==> src/rtl/uart_baud_pkg.sv <==
// Shared constants and elaboration helpers for the UART baud-rate generator.
package uart_baud_pkg;

    localparam int          DEF_DIV_W      = 16;
    localparam int          DEF_FRAC_W     = 4;
    localparam int          DEF_OVERSAMPLE = 16;
    localparam logic [15:0] DEF_RESET_DIV  = 16'd54;

    // Oversample ratio must be a power of two between 4 and 64.
    function automatic bit oversample_ok(input int os);
        return (os >= 4) && (os <= 64) && ((os & (os - 1)) == 0);
    endfunction

    // Width of the phase counter that walks one bit period of oversample ticks.
    function automatic int phase_width(input int os);
        return $clog2(os);
    endfunction

endpackage

==> src/rtl/uart_frac_acc.sv <==
// Fractional accumulator: adds the fraction on every tick and reports the
// overflow that stretches the following period by one clock.
module uart_frac_acc #(
    parameter int FRAC_W = 4
) (
    input  logic              clock,
    input  logic              reset_n,
    input  logic              clear,
    input  logic              tick,
    input  logic [FRAC_W-1:0] frac,
    output logic              carry
);

    logic [FRAC_W-1:0] acc;
    logic [FRAC_W:0]   sum;

    assign sum   = {1'b0, acc} + {1'b0, frac};
    assign carry = sum[FRAC_W];

    // Accumulate on tick; clear has priority so a fresh period starts at zero.
    always_ff @(posedge clock or negedge reset_n) begin
        if (!reset_n) begin
            acc <= '0;
        end else if (clear) begin
            acc <= '0;
        end else if (tick) begin
            acc <= sum[FRAC_W-1:0];
        end
    end

endmodule

==> src/rtl/uart_baud_gen.sv <==
// Fractional baud-rate generator: oversample tick for RX, 1x bit tick for TX,
// run-time divisor reload and RX phase re-alignment.
module uart_baud_gen
    import uart_baud_pkg::*;
#(
    parameter int               DIV_W      = DEF_DIV_W,
    parameter int               FRAC_W     = DEF_FRAC_W,
    parameter int               OVERSAMPLE = DEF_OVERSAMPLE,
    parameter logic [DIV_W-1:0] RESET_DIV  = DIV_W'(DEF_RESET_DIV)
) (
    input  logic              clock,
    input  logic              reset_n,
    input  logic              enable,
    input  logic [DIV_W-1:0]  divisor_int,
    input  logic [FRAC_W-1:0] divisor_frac,
    input  logic              load,
    output logic              load_ack,
    input  logic              rx_restart,
    output logic              os_tick,
    output logic              tx_baud
);

    localparam int PHASE_W = phase_width(OVERSAMPLE);

    if (!oversample_ok(OVERSAMPLE)) begin : g_bad_oversample
        $error("uart_baud_gen: OVERSAMPLE must be a power of two in 4..64");
    end

    logic [DIV_W-1:0]   div_q, pend_div, div_next;
    logic [FRAC_W-1:0]  frac_q, pend_frac, frac_next;
    logic               pend;
    logic [DIV_W:0]     cnt, cnt_next;   // one extra bit: period can be 2^DIV_W
    logic [PHASE_W-1:0] phase;
    logic               carry;
    logic               period_done, restart, fire, apply, acc_clear;

    uart_frac_acc #(.FRAC_W(FRAC_W)) u_frac_acc (
        .clock   (clock),
        .reset_n (reset_n),
        .clear   (acc_clear),
        .tick    (fire),
        .frac    (frac_q),
        .carry   (carry)
    );

    // Period bookkeeping. cnt == 0 means idle (not yet started); while running
    // it holds the clocks left in the period and the tick fires when it hits 1.
    always_comb begin
        period_done = enable && (cnt == (DIV_W+1)'(1));
        restart     = enable && rx_restart;
        fire        = period_done && !restart;
        apply       = pend && (!enable || period_done);
        div_next    = apply ? pend_div  : div_q;
        frac_next   = apply ? pend_frac : frac_q;
        acc_clear   = !enable || restart || apply;
        cnt_next    = cnt;
        if (!enable) begin
            cnt_next = '0;
        end else if (restart || cnt == '0) begin
            // Fresh alignment: a full integer period, no fractional carry.
            cnt_next = {1'b0, div_next};
        end else if (period_done) begin
            cnt_next = {1'b0, div_next} + (DIV_W+1)'(apply ? 1'b0 : carry);
        end else begin
            cnt_next = cnt - 1'b1;
        end
    end

    // Counter, phase and registered tick outputs.
    always_ff @(posedge clock or negedge reset_n) begin
        if (!reset_n) begin
            cnt      <= '0;
            phase    <= '0;
            os_tick  <= 1'b0;
            tx_baud  <= 1'b0;
            load_ack <= 1'b0;
        end else begin
            cnt      <= cnt_next;
            os_tick  <= fire;
            tx_baud  <= fire && (phase == PHASE_W'(OVERSAMPLE - 1));
            load_ack <= apply;
            if (!enable || restart) begin
                phase <= '0;
            end else if (fire) begin
                phase <= phase + 1'b1;
            end
        end
    end

    // Active divisor; only changes when a pending load is applied.
    always_ff @(posedge clock or negedge reset_n) begin
        if (!reset_n) begin
            div_q  <= RESET_DIV;
            frac_q <= '0;
        end else begin
            div_q  <= div_next;
            frac_q <= frac_next;
        end
    end

    // Pending divisor; a newer load overwrites it, so only one ack results.
    always_ff @(posedge clock or negedge reset_n) begin
        if (!reset_n) begin
            pend      <= 1'b0;
            pend_div  <= '0;
            pend_frac <= '0;
        end else if (load) begin
            pend      <= 1'b1;
            pend_div  <= (divisor_int == '0) ? DIV_W'(1) : divisor_int;
            pend_frac <= divisor_frac;
        end else if (apply) begin
            pend      <= 1'b0;
        end
    end

endmodule
==> config.mk <==
export PLATFORM = sky130hd
export DESIGN_NAME = uart_baud_gen
export DESIGN_NICKNAME = d
export VERILOG_FILES = /design/src/rtl/uart_baud_pkg.sv /design/src/rtl/uart_frac_acc.sv /design/src/rtl/uart_baud_gen.sv
export SDC_FILE = /design/constraint.sdc
export NUM_CORES = 1
export LEC_CHECK = 0
export BUFFER_PORTS_ARGS = -buffer_cell sky130_fd_sc_hd__buf_2
export CORE_MARGIN = 2
export CORE_UTILIZATION = 25
export DETAILED_ROUTE_END_ITERATION = 12
export GPL_TIMING_DRIVEN = 0
export HOLD_SLACK_MARGIN = 0.15
export PLACE_DENSITY_LB_ADDON = 0.15
export SLEW_MARGIN = 20
export SYNTH_ARGS = -nofsm -noshare
export SYNTH_HDL_FRONTEND = slang
export SYNTH_SLANG_ARGS = --single-unit
==> constraint.sdc <==
create_clock -name clock -period 3.05 [get_ports clock]
set_input_delay 0.305 -clock clock [delete_from_list [all_inputs] [get_ports clock]]
set_output_delay 0.305 -clock clock [all_outputs]
set_load 0.005 [all_outputs]
==> results_tabular.tex <==
\begin{tabular}{lr}
\hline
Metric & Value \\
\hline
\multicolumn{2}{l}{\textbf{Status}} \\
Outcome & finished with violations \\
Violated checks & negative setup slack \\
\multicolumn{2}{l}{\textbf{Timing}} \\
Setup repair after global routing missed its margin & true \\
Peak clock frequency supported by timing & 323 MHz \\
Setup-failing EPs final & 3 \\
TNS Setup & -0.0738 ns \\
Final clock period utilization by the worst path & 1.01 \\
Tightest Pin Transition & 0.922 ns \\
Max-slew violation total from the final report & 0 \\
Endpoints failing hold & 0 \\
Worst rel slew slack & 0.384 \\
Post-layout minimum cycle time & 3.09 ns \\
Post-route setup slack & -0.0444 ns \\
Setup Skew & 0.00892 ns \\
\multicolumn{2}{l}{\textbf{Synthesis}} \\
Synthesis Warnings & 0 \\
Count of different cell masters after synthesis & 68 \\
Post-synthesis register bit count & 69 \\
Async set-reset flop share out of synthesis & 1.00 \\
EDFF count, synth & 0 \\
Syn\_nets & 450 \\
Cell count after synthesis & 414 \\
Sequential share of the synthesized area & 0.422 \\
Predominant post-synthesis flop cell & sky130\_fd\_sc\_hd\_\_dfrtp\_1 \\
Avg Cell Area, Syn & 9.92 um\^{}2 \\
Area of the mapped netlist & 4110 um\^{}2 \\
\multicolumn{2}{l}{\textbf{Detailed routing}} \\
Iter 0 DRT Violations & 220 \\
Final Routed Wirelength & 12,300 um \\
Routed vias/inst & 4.95 \\
Average routed wire per standard cell & 17.8 um \\
Final ANT Viol Nets & 0 \\
Number of iterations in the first detailed-routing pass & 6 \\
Via count & 3,429 \\
DRC violation count after routing & 0 \\
\multicolumn{2}{l}{\textbf{Worst setup path}} \\
Worst Setup Start Kind & flop \\
Arrival time of data at the critical path endpoint & 3.30 ns \\
Maximum fanout along the worst path & 6 \\
Kind of end point of the critical path & flop \\
Required time of the worst setup path & 3.25 ns \\
Crit path kind & reg2reg \\
\multicolumn{2}{l}{\textbf{Layout}} \\
Antenna diodes & 0 \\
Net count of the finished layout & 508 \\
Post-route cell area & 5220 um\^{}2 \\
Area added between synthesis and finish & 27.2\% \\
Share of layout cells above drive strength 1 & 0.289 \\
\multicolumn{2}{l}{\textbf{Clocking}} \\
CTS sink cnt & 69 \\
Buffer type at the clock tree root & sky130\_fd\_sc\_hd\_\_clkbuf\_16 \\
CTS buffer count & 9 \\
Register clock-pin slew on the reported worst setup and hold paths & 0.06 ns \\
Insertion delay to the later sink of the worst-skew pair & 0.34 ns \\
Clock tree from TritonCTS & done \\
Number of H-tree levels & 3 \\
Clk buf depth & 2 \\
\multicolumn{2}{l}{\textbf{Place}} \\
Port bufs & 26 \\
GPL Wtd Cong & 0.841 \\
Area after DPL & 4550 um\^{}2 \\
HPWL after DPL & 9050 um \\
\multicolumn{2}{l}{\textbf{Power}} \\
Power density relative to cell area & 776 nW/um\^{}2 \\
Power after layout & 4.05 mW \\
Static leakage & 2.24 nW \\
VDD IR max & 0.209 mV \\
\multicolumn{2}{l}{\textbf{Die}} \\
Core area & 15,900 um\^{}2 \\
Die width & 132 um \\
I/O Pins & 28 \\
Rows & 46 \\
Starting Density & 0.257 \\
Full die area & 17,500 um\^{}2 \\
Vertical die dimension & 132 um \\
\multicolumn{2}{l}{\textbf{GRT}} \\
Global-route total usage across every layer & 0.146 \\
Wire length of the first global-routing pass & 19,700 um \\
Maximum number of pins on one net before global-route repair & 49 \\
Antenna violations before repair & 0 \\
Vias in the first global route & 3,459 \\
Global route total overflow & 0 \\
\multicolumn{2}{l}{\textbf{Min path}} \\
Hold Crit Class & in2reg \\
\multicolumn{2}{l}{\textbf{Job}} \\
Max capacitance violation total & 0 \\
\hline
\end{tabular}
-- timing repair --
item,in CTS,in global routing
setup buffers,15,5
gates resized for setup,29,12
endpoints found under the hold margin,19,0
hold buffers,1,0
setup endpoints to repair,16,13
pin swaps,16,13
-- placed cells by master (no fill, tap or decap), drive strengths merged, types with 2 or more instances in the layout --
master and instances:
dfrtp 65, buf 57, nand2 39, mux2 31, nor2 29, nand3 28
a21oi 16, clkbuf 16, inv 15, mux2i 14, xor2 13, o21ai 13
nand4 12, nor3 12, and3 10, nor4 10, ha 10, a31oi 8
o21a 7, xnor2 6, or3 4, o211ai 4, dfstp 4, nor3b 4
o31ai 4, a211oi 4, a21o 3, o221a 3, bufinv 3, nand4b 2
o21bai 2, and2 2, and4 2, nand3b 2, clkinvlp 2, clkinv 2
o311ai 2
-- state kept, by name, summed over array words and instances, names as in the netlist --
name / flops
cnt: 17
div_q: 16
frac_q: 4
load_ack: 1
os_tick: 1
pend: 1
pend_div: 16
pend_frac: 4
phase: 4
tx_baud: 1
u_frac_acc.acc: 4
-- synthesized netlist by cell type, drive strengths merged, types with 9 or more instances --
cell / number / area share
a21oi: 16 / 0.020
and3: 10 / 0.015
buf: 9 / 0.014
clkbuf: 9 / 0.0082
dfrtp: 65 / 0.40
ha: 10 / 0.030
inv: 14 / 0.013
mux2: 31 / 0.085
mux2i: 14 / 0.034
nand2: 39 / 0.036
nand3: 28 / 0.035
nand4: 12 / 0.018
nor2: 29 / 0.028
nor3: 12 / 0.016
nor4: 10 / 0.023
o21ai: 13 / 0.016
xor2: 13 / 0.028
-- where the power goes --
part / internal, mW / switching (mW) / leakage (nW)
clock: 0.803 / 0.431 / 0.162
combinational: 0.607 / 0.848 / 1.23
sequential: 1.12 / 0.238 / 0.851
-- through the flow --
stage | utilization | instances | setup slack (ns) | hold WS [ns]
2_1_floorplan | - | 414 | -0.0535 | 0.00941
3_3_place_gp | 0.284 | 656 | -0.804 | 0.448
3_5_place_dp | 0.285 | 657 | -0.769 | 0.231
4_1_cts | 0.323 | 688 | -0.0980 | 0.187
5_1_grt | 0.327 | 693 | -0.145 | 0.198
6_report | 0.327 | 693 | -0.0444 | 0.200
-- layer usage --
layer  share of wire  track usage
met1            0.50        0.208
met2            0.46        0.225
met3           0.033       0.0204
met5               0            0
met4           0.013       0.0519
-- kinds of logic after synthesis --
kind of cell | synth area share
AOI/OAI and AO/OA | 0.137
and+or+nand+nor | 0.210
muxes | 0.119
DFF | 0.422
adders and majority gates | 0.0354
xor gates and xnor gates | 0.0405
buffers and inverters | 0.0369
-- worst max-delay path, cell delays in order, from the launching register on --
cell                       delay [ns]
sky130_fd_sc_hd__dfrtp_2         0.42
sky130_fd_sc_hd__nor4_4          0.35
sky130_fd_sc_hd__nand4b_1        0.22
sky130_fd_sc_hd__o21a_4          0.28
sky130_fd_sc_hd__inv_8           0.06
sky130_fd_sc_hd__buf_12          0.10
sky130_fd_sc_hd__mux2_4          0.17
sky130_fd_sc_hd__ha_4            0.15
sky130_fd_sc_hd__ha_4            0.15
sky130_fd_sc_hd__buf_8           0.11
sky130_fd_sc_hd__nand4_1         0.10
sky130_fd_sc_hd__buf_6           0.16
sky130_fd_sc_hd__o41ai_4         0.37
sky130_fd_sc_hd__nor3b_4         0.26
sky130_fd_sc_hd__a211oi_2        0.06
-- path summary, 6_finish.rpt --
| path | startpoint | endpoint | slack (ns) | cells after the start |
|---|---|---|---|---|
| min in group asynchronous | reset_n | pend_div[2]$_DFFE_PN0P_ | 0.41 | 2 |
| max | cnt[11]$_DFF_PN0_ | cnt[14]$_DFF_PN0_ | -0.04 | 14 |
| max reg2reg | cnt[11]$_DFF_PN0_ | cnt[14]$_DFF_PN0_ | -0.04 | 14 |
| min | divisor_frac[0] | pend_frac[0]$_DFFE_PN0P_ | 0.20 | 2 |
| max in group asynchronous | reset_n | div_q[2]$_DFF_PN1_ | 2.05 | 3 |
| min reg2reg | pend_frac[3]$_DFFE_PN0P_ | frac_q[3]$_DFFE_PN0N_ | 0.47 | 2 |
-- final cells by class --
| type | count | area (um^2) |
|---|---|---|
| Timing Repair Buffer | 48 | 324 |
| Multi-Input combinational cell | 312 | 2360 |
| Clock inverter | 7 | 123 |
| Buffer | 17 | 116 |
| Clock buffer | 9 | 225 |
| Fill cell | 1650 | 10700 |
| Tap cell | 216 | 270 |
| Inverter | 15 | 63.8 |
| Sequential cell | 69 | 1730 |
(Power assumes the default switching activity.)
